--- config.mk ---
export PLATFORM = sky130hd
export DESIGN_NAME = vga_640x480
export DESIGN_NICKNAME = d
export VERILOG_FILES = /design/src/rtl/vga_640x480.sv
export SDC_FILE = /design/constraint.sdc
export NUM_CORES = 1
export LEC_CHECK = 0
export BUFFER_PORTS_ARGS = -buffer_cell sky130_fd_sc_hd__buf_2
export CORE_MARGIN = 2
export CORE_UTILIZATION = 30
export CTS_CLUSTER_SIZE = 30
export DETAILED_ROUTE_END_ITERATION = 16
export PLACE_DENSITY_LB_ADDON = 0.1
export SYNTH_ARGS = -nofsm -noshare
export SYNTH_HDL_FRONTEND = slang
export SYNTH_SLANG_ARGS = --single-unit
--- constraint.sdc ---
create_clock -name i_clk -period 3 [get_ports i_clk]
set_input_delay 0.45 -clock i_clk [delete_from_list [all_inputs] [get_ports i_clk]]
set_output_delay 0.45 -clock i_clk [all_outputs]
set_load 0.05 [all_outputs]
--- src/rtl/vga_640x480.sv ---
// VGA 640x480@60Hz timing generator: divides i_clk down to the pixel clock and produces
// registered pixel/line counters plus combinationally decoded syncs and active flag.
module vga_640x480 #(
    parameter int unsigned H_ACTIVE = 640,
    parameter int unsigned H_FP     = 16,
    parameter int unsigned H_SYNC   = 96,
    parameter int unsigned H_BP     = 48,
    parameter int unsigned V_ACTIVE = 480,
    parameter int unsigned V_FP     = 10,
    parameter int unsigned V_SYNC   = 2,
    parameter int unsigned V_BP     = 33,
    parameter int unsigned CLK_DIV  = 4
) (
    input  logic       i_clk,
    input  logic       i_rst,
    output logic       o_hsync,
    output logic       o_vsync,
    output logic [9:0] o_x,
    output logic [9:0] o_y,
    output logic       o_active,
    output logic       pix_clk
);

    localparam int unsigned DivW = $clog2(CLK_DIV);

    localparam logic [9:0] HMax       = 10'(H_ACTIVE + H_FP + H_SYNC + H_BP - 1);
    localparam logic [9:0] VMax       = 10'(V_ACTIVE + V_FP + V_SYNC + V_BP - 1);
    localparam logic [9:0] HSyncStart = 10'(H_ACTIVE + H_FP);
    localparam logic [9:0] HSyncEnd   = 10'(H_ACTIVE + H_FP + H_SYNC - 1);
    localparam logic [9:0] VSyncStart = 10'(V_ACTIVE + V_FP);
    localparam logic [9:0] VSyncEnd   = 10'(V_ACTIVE + V_FP + V_SYNC - 1);
    localparam logic [9:0] HActive    = 10'(H_ACTIVE);
    localparam logic [9:0] VActive    = 10'(V_ACTIVE);
    localparam logic [DivW-1:0] DivLast = DivW'(CLK_DIV - 1);

    logic [DivW-1:0] div_q;
    logic [9:0]      x_q, x_d;
    logic [9:0]      y_q, y_d;
    logic            tick;

    // Tick coincides with the divider wrap, i.e. the falling edge of pix_clk.
    assign tick = (div_q == DivLast);

    always_comb begin
        x_d = x_q;
        y_d = y_q;
        if (tick) begin
            if (x_q == HMax) begin
                x_d = '0;
                if (y_q == VMax) begin
                    y_d = '0;
                end else begin
                    y_d = y_q + 10'd1;
                end
            end else begin
                x_d = x_q + 10'd1;
            end
        end
    end

    always_ff @(posedge i_clk or negedge i_rst) begin
        if (!i_rst) begin
            div_q <= '0;
            x_q   <= '0;
            y_q   <= '0;
        end else begin
            div_q <= div_q + DivW'(1);
            x_q   <= x_d;
            y_q   <= y_d;
        end
    end

    assign pix_clk  = div_q[DivW-1];
    assign o_x      = x_q;
    assign o_y      = y_q;
    assign o_hsync  = !((x_q >= HSyncStart) && (x_q <= HSyncEnd));
    assign o_vsync  = !((y_q >= VSyncStart) && (y_q <= VSyncEnd));
    // Gated by reset so active drops immediately, independent of the counters.
    assign o_active = i_rst && (x_q < HActive) && (y_q < VActive);

endmodule

==> run metrics, run 1 <==
run status complete, no violations; combinational fraction of design power 0.021; net count reported at finish between 150 and 200; first-pass GRT wire length roughly 4500 um; final cell count without fillers between 150 and 200; number of flops mapped to enable cells by yosys 0; final sum of negative setup slack 0 ps; post-DR vias/cell 5.01; global routing usage summed across all routing layers 0.133; internal power approximately 0.42 mW; clock tree sinks 22; worst slew pin tran about 530 ps; share of synthesized area occupied by flip-flops and latches 0.454; count of nets left with antenna violations after detail routing 0; total power draw between 0.5 and 0.6 mW; clock tree root driver cell sky130_fd_sc_hd__clkbuf_8; Crit path required time 2550 ps; data arrival time of the critical path about 1500 ps; relative contribution of the clock network to total power 0.407; static leakage 0.692 nW; synthesized netlist cell count between 100 and 150; number of instances in the placed design a little under 200; number of global-route vias before repair 937; routed wirelength normalized by instance count ~13 um; highest clock rate 508 MHz; Power per Cell Area around 360 nW/um^2; number of cells upsized or downsized after cts 0; Fin Clk Skew about 1.8 ps; post-route fraction of the period consumed by the critical path 0.656; net count after synthesis ~130; number of register bits inferred by synthesis 22; relative slew slack 0.644; minimum clock period after layout 1970 ps; largest fanout of any net on the critical path 8; Netlist cell types 36; H-Tree Level Count 1; clock transition at the register clock pins on the worst setup and hold paths after CTS roughly 80 ps; insertion delay of the later-clocked pin in the worst-skew pair between 200 and 300 ps; area fraction of the dominant cell type after synthesis 0.454; initial antenna violation count 0; Core Box Area just under 4000 sq um; number of max-slew violations in the final report 0; input/output buffers 25; starting utilization of the core area 0.308; Synth area leader sky130_fd_sc_hd__dfrtp_1; global placer's final weighted congestion 0.822; hold_buf cts 0; biggest area contributors in the synthesized netlist sky130_fd_sc_hd__dfrtp_1, sky130_fd_sc_hd__ha_1, sky130_fd_sc_hd__xnor2_1, sky130_fd_sc_hd__nand3_1, sky130_fd_sc_hd__and3_1; number of warnings reported in the yosys synthesis log 0; total number of vias between 900 and 1000; DRC 0; number of core rows 23; 1st-iter DRT viols 65; TritonCTS clock tree yes; final hold violation count 0; Die H a little under 70 um; post-synthesis instance area about 1200 sq um; Diodes inserted 0; crit start category register; number of search-and-repair iterations in the first detailed-routing pass 4; share of flip-flops with an asynchronous set or reset 1.00; average instance area after synthesis around 10 sq um; kind of end point of the critical path output port; most used standard cell by instance count after synthesis sky130_fd_sc_hd__dfrtp_1; I/O pin count 26; net switching power between 0.1 and 0.15 mW; maximum number of pins on one net before global-route repair 24; largest buffer count on any clock path 2; switch share 0.199; Total Routed Length around 2700 um; number of failing setup endpoints in the final timing report 0; DP HPWL approximately 2000 um; Synth-to-Final Area Change 19.9%; Die ar. approximately 4600 sq um; VDD IR-drop max 0.000207 V; number of clock buffers inserted by TritonCTS 3; die width 67.6 um; cell types with the highest counts after synthesis sky130_fd_sc_hd__dfrtp_1, sky130_fd_sc_hd__nor2_1, sky130_fd_sc_hd__nand3_1; global route overflow 0; class of the worst hold path in2async; sequential cell fraction of total power 0.571; RSZ-0062 raised after global routing no; proportion of layout cells with a drive suffix above 1 0.242; post-CTS setup-driven buffer insertion count 0; number of max-capacitance violations reported 0; most frequently used flop master after synthesis sky130_fd_sc_hd__dfrtp_1; WS Path Type reg2out
[flip-flops by register name, indices dropped and copies added, names as in the netlist]
signal,cells
div_q,2
o_x,10
o_y,10
[layer usage]
metal | vias up | global-route usage | part of all wire
li1 | 492 | - | -
met1 | 470 | 0.171 | 0.46
met2 | 33 | 0.219 | 0.48
met3 | 2 | 0.0367 | 0.056
met4 | 0 | 0.0383 | 0.0071
met5 | - | 0 | 0
[cells by family after synthesis]
| logic type | Yosys count | share of synthesized area |
|---|---|---|
| compound gates | 22 | 0.116 |
| simple gates | 50 | 0.256 |
| mux | 1 | 0.00928 |
| buf+inv | 11 | 0.0381 |
| fa+ha+maj | 6 | 0.0619 |
| xor+xnor | 9 | 0.0650 |
| flops | 22 | 0.454 |
[metrics by stage]
step           cell area, sq um   util  hold slack (ps)  setup slack, ps
2_1_floorplan              1210      -              154              649
3_3_place_gp               1400  0.355              410             1230
3_5_place_dp               1400  0.355              412             1210
4_1_cts                    1460  0.369              159             1020
5_1_grt                    1460  0.369              165              907
6_report                   1460  0.369              152             1030
[worst max-delay path, cell delays in order (launching register included)]
cell and delay (ps):
sky130_fd_sc_hd__dfrtp_1 470, sky130_fd_sc_hd__nand4_1 200, sky130_fd_sc_hd__nor2_1 210, sky130_fd_sc_hd__o2111ai_1 140, sky130_fd_sc_hd__buf_2 230
[layout by cell type, fill, tap and decap left out, types with 4 or more instances in the layout]
master,n
sky130_fd_sc_hd__buf_2,25
sky130_fd_sc_hd__dfrtp_1,22
sky130_fd_sc_hd__nor2_1,10
sky130_fd_sc_hd__nand3_1,9
sky130_fd_sc_hd__inv_1,8
sky130_fd_sc_hd__xnor2_1,8
sky130_fd_sc_hd__and3_1,7
sky130_fd_sc_hd__o21ai_1,7
sky130_fd_sc_hd__ha_1,6
sky130_fd_sc_hd__nand2_1,5
sky130_fd_sc_hd__nand4_1,4
sky130_fd_sc_hd__clkbuf_8,4
[power by group through the flow]
stage | clock, mW | combinational, mW | sequential (mW)
2_1_floorplan | 0 | 0.00308 | 0.302
3_3_place_gp | 0 | 0.0116 | 0.302
3_5_place_dp | 0 | 0.0118 | 0.302
4_1_cts | 0.222 | 0.0118 | 0.296
5_1_grt | 0.236 | 0.0128 | 0.296
6_report | 0.211 | 0.0111 | 0.296
[worst paths after layout]
check,from,slack (ps),cells past startpoint,endpoint
max in group asynchronous,i_rst,2620,2,o_x[4]
setup / recovery,o_y[5],1030,4,o_vsync
setup reg to reg,div_q[0],1220,5,o_y[9]
hold / removal,i_rst,150,2,o_y[5]
hold reg to reg,div_q[0],430,1,div_q[0]
min in group i_clk,div_q[0],430,1,div_q[0]
[cell type report]
cell class / count / area [sq um]
repair buffers: 27 / 140
inverters: 8 / 30.0
well taps: 50 / 62.6
clock buffers: 4 / 55.1
flip-flops and latches: 22 / 551
fillers: 407 / 2490
multi-input cells: 88 / 617
No activity file was read; power rests on OpenSTA's default activity.
==> run 2, diff against run 1 <==
--- a/config.mk
+++ b/config.mk
@@ -5,6 +5,7 @@
 export SDC_FILE = /design/constraint.sdc
 export NUM_CORES = 1
 export LEC_CHECK = 0
+export ABC_AREA = 1
 export BUFFER_PORTS_ARGS = -buffer_cell sky130_fd_sc_hd__buf_2
 export CORE_MARGIN = 2
 export CORE_UTILIZATION = 30
==> constraint.sdc (replaced) <==
create_clock -name i_clk -period 1.7 [get_ports i_clk]
set_input_delay 0.255 -clock i_clk [delete_from_list [all_inputs] [get_ports i_clk]]
set_output_delay 0.255 -clock i_clk [all_outputs]
set_load 0.05 [all_outputs]
==> run 2 against run 1 <==
Net effect:
- cell count grew 24%
- first-iteration DRC count down 37%
- via count increased by 14%
- non-clock buffer count is the same
- die area grew 7.3%
- setup slack worse by 950 ps
- critical path type unchanged
- largest cell class unchanged
- highest routed layer unchanged
==> run metrics, run 2 <==
run status complete, no violations; clock tree sinks 22; Total Routed Length 2990 um; Fin Clk Skew 2.08 ps; final sum of negative setup slack 0 ps; number of register bits inferred by synthesis 22; crit start category register; net count reported at finish about 200; WS Path Type reg2out; detailed-route wire length on metal 1 around 1500 um; area fraction of the dominant cell type after synthesis 0.421; net count after synthesis about 170; cell types with the highest counts after synthesis sky130_fd_sc_hd__nand2_1, sky130_fd_sc_hd__dfrtp_1, sky130_fd_sc_hd__inv_1; number of max-slew violations in the final report 0; average instance area after synthesis around 7.9 sq um; DP HPWL approximately 2300 um; class of the worst hold path in2async; Die ar. ~5000 sq um; number of global-route vias before repair 1147; H-Tree Level Count 1; global route overflow 0; Util after Layout 0.367; VDD IR-drop max roughly 0.00030 V; Crit path required time 1440 ps; global routing usage summed across all routing layers 0.132; largest buffer count on any clock path 2; post-place setup slack about 120 ps; number of search-and-repair iterations in the first detailed-routing pass 4; Netlist cell types 25; routed wirelength normalized by instance count roughly 12 um; proportion of layout cells with a drive suffix above 1 0.263; post-synthesis instance area ~1300 sq um; share of flip-flops with an asynchronous set or reset 1.00; first-pass GRT wire length approximately 5300 um; register-to-register setup slack approximately 180 ps; synthesized netlist cell count ~170; input/output buffers 25; insertion delay of the later-clocked pin in the worst-skew pair around 260 ps; Power per Cell Area ~600 nW/um^2; post-route fraction of the period consumed by the critical path 0.953; post-CTS setup-driven buffer insertion count 0; minimum clock period after layout 1620 ps; top sig layer met4; dpl cell area between 1500 and 2000 sq um; Diodes inserted 0; commonest cells after routing, fill and taps aside sky130_fd_sc_hd__nand2_1, sky130_fd_sc_hd__buf_2, sky130_fd_sc_hd__inv_1; largest fanout of any net on the critical path 6; highest clock rate 617 MHz; number of max-capacitance violations reported 0; number of warnings reported in the yosys synthesis log 0; global placer's final weighted congestion 0.827; total number of vias about 1100; Synth area leader sky130_fd_sc_hd__dfrtp_1; most frequently used flop master after synthesis sky130_fd_sc_hd__dfrtp_1; I/O pin count 26; worst slew pin tran slightly below 300 ps; critical register-to-register path endpoint o_y[6]; clock transition at the register clock pins on the worst setup and hold paths after CTS 90 ps; Core Box Area between 4000 and 5000 sq um; worst reg2reg startpoint o_x[0]; number of core rows 24; number of flops mapped to enable cells by yosys 0; number of failing setup endpoints in the final timing report 0; initial antenna violation count 0; maximum number of pins on one net before global-route repair 23; depth of the worst register-to-register path 8; most common cell after layout, fill and taps aside sky130_fd_sc_hd__nand2_1; final worst setup slack between 80 and 90 ps; static leakage 0.806 nW; relative slew slack 0.802; wire length on met3 approximately 150 um; starting utilization of the core area 0.307; RSZ-0062 raised after global routing no; DRC 0; TritonCTS clock tree yes; wire length on met2 1350 um; number of clock buffers inserted by TritonCTS 3; post-DR vias/cell around 4.6; kind of end point of the critical path output port; Worst Hold Slack roughly 1.9 ps; data arrival time of the critical path 1360 ps; share of synthesized area occupied by flip-flops and latches 0.421; 1st-iter DRT viols 41; count of nets left with antenna violations after detail routing 0; biggest area contributors in the synthesized netlist sky130_fd_sc_hd__dfrtp_1, sky130_fd_sc_hd__nand2_1, sky130_fd_sc_hd__inv_1, sky130_fd_sc_hd__ha_1, sky130_fd_sc_hd__nor2_1; clock tree root driver cell sky130_fd_sc_hd__clkbuf_8; Synth-to-Final Area Change 19.6%; Die H around 70 um; final hold violation count 0; die width roughly 70 um; most used standard cell by instance count after synthesis sky130_fd_sc_hd__nand2_1; cell area after layout 1560 sq um
run 2: how the worst max path moves through the flow:
stage | start | end | cells past startpoint | slack (ps)
floorplan | o_y[0] | o_vsync | 3 | -150
global placement | div_q[1] | o_x[9] | 6 | 220
detailed placement | div_q[1] | o_x[9] | 6 | 120
CTS | o_y[0] | o_vsync | 4 | 60
global route | o_x[7] | o_active | 4 | 2
finish | o_y[0] | o_vsync | 4 | 80
run 2: metal layers:
| layer | vias to the layer above | GRT usage |
|---|---|---|
| li1 | 586 | - |
| met1 | 526 | 0.170 |
| met2 | 20 | 0.223 |
| met3 | 2 | 0.0317 |
| met4 | 0 | 0.0321 |
| met5 | - | 0 |
run 2: kinds of logic after synthesis:
kind of cell    count (synthesis)  share of synthesized area
simple gates                   89                      0.316
buf+inv                        27                     0.0880
flops                          22                      0.421
compound gates                 14                     0.0641
xor+xnor                        8                     0.0536
fa+ha+maj                       6                     0.0574
run 2: power breakdown:
part	switching, mW	internal (mW)
sequential	0	0.523
combinational	0.0174	0.00457
clock	0.184	0.207
total	0.201	0.734
run 2: cell type report:
cell class / count / area, sq um
fillers: 486 / 2700
multi-input cells: 117 / 649
flip-flops and latches: 22 / 557
repair buffers: 27 / 143
clock buffers: 4 / 55.1
inverters: 24 / 95.1
well taps: 52 / 65.1
run 2: repair_timing:
action,CTS,global route
gates resized for setup,0,3
hold buffers,0,0
endpoints found under the setup margin,0,4
run 2: stage by stage:
step | std cells | power (mW)
after floorplan | 166 | 0.539
after global placement | 242 | 0.556
after detailed placement | 242 | 0.556
after CTS | 246 | 0.947
after global routing | 246 | 0.973
final | 246 | 0.935
run 2: critical path, stage by stage, from the launching register on:
cell and delay (ps):
sky130_fd_sc_hd__dfrtp_2 430, sky130_fd_sc_hd__inv_2 70, sky130_fd_sc_hd__ha_2 170, sky130_fd_sc_hd__o211ai_1 140, sky130_fd_sc_hd__buf_2 290
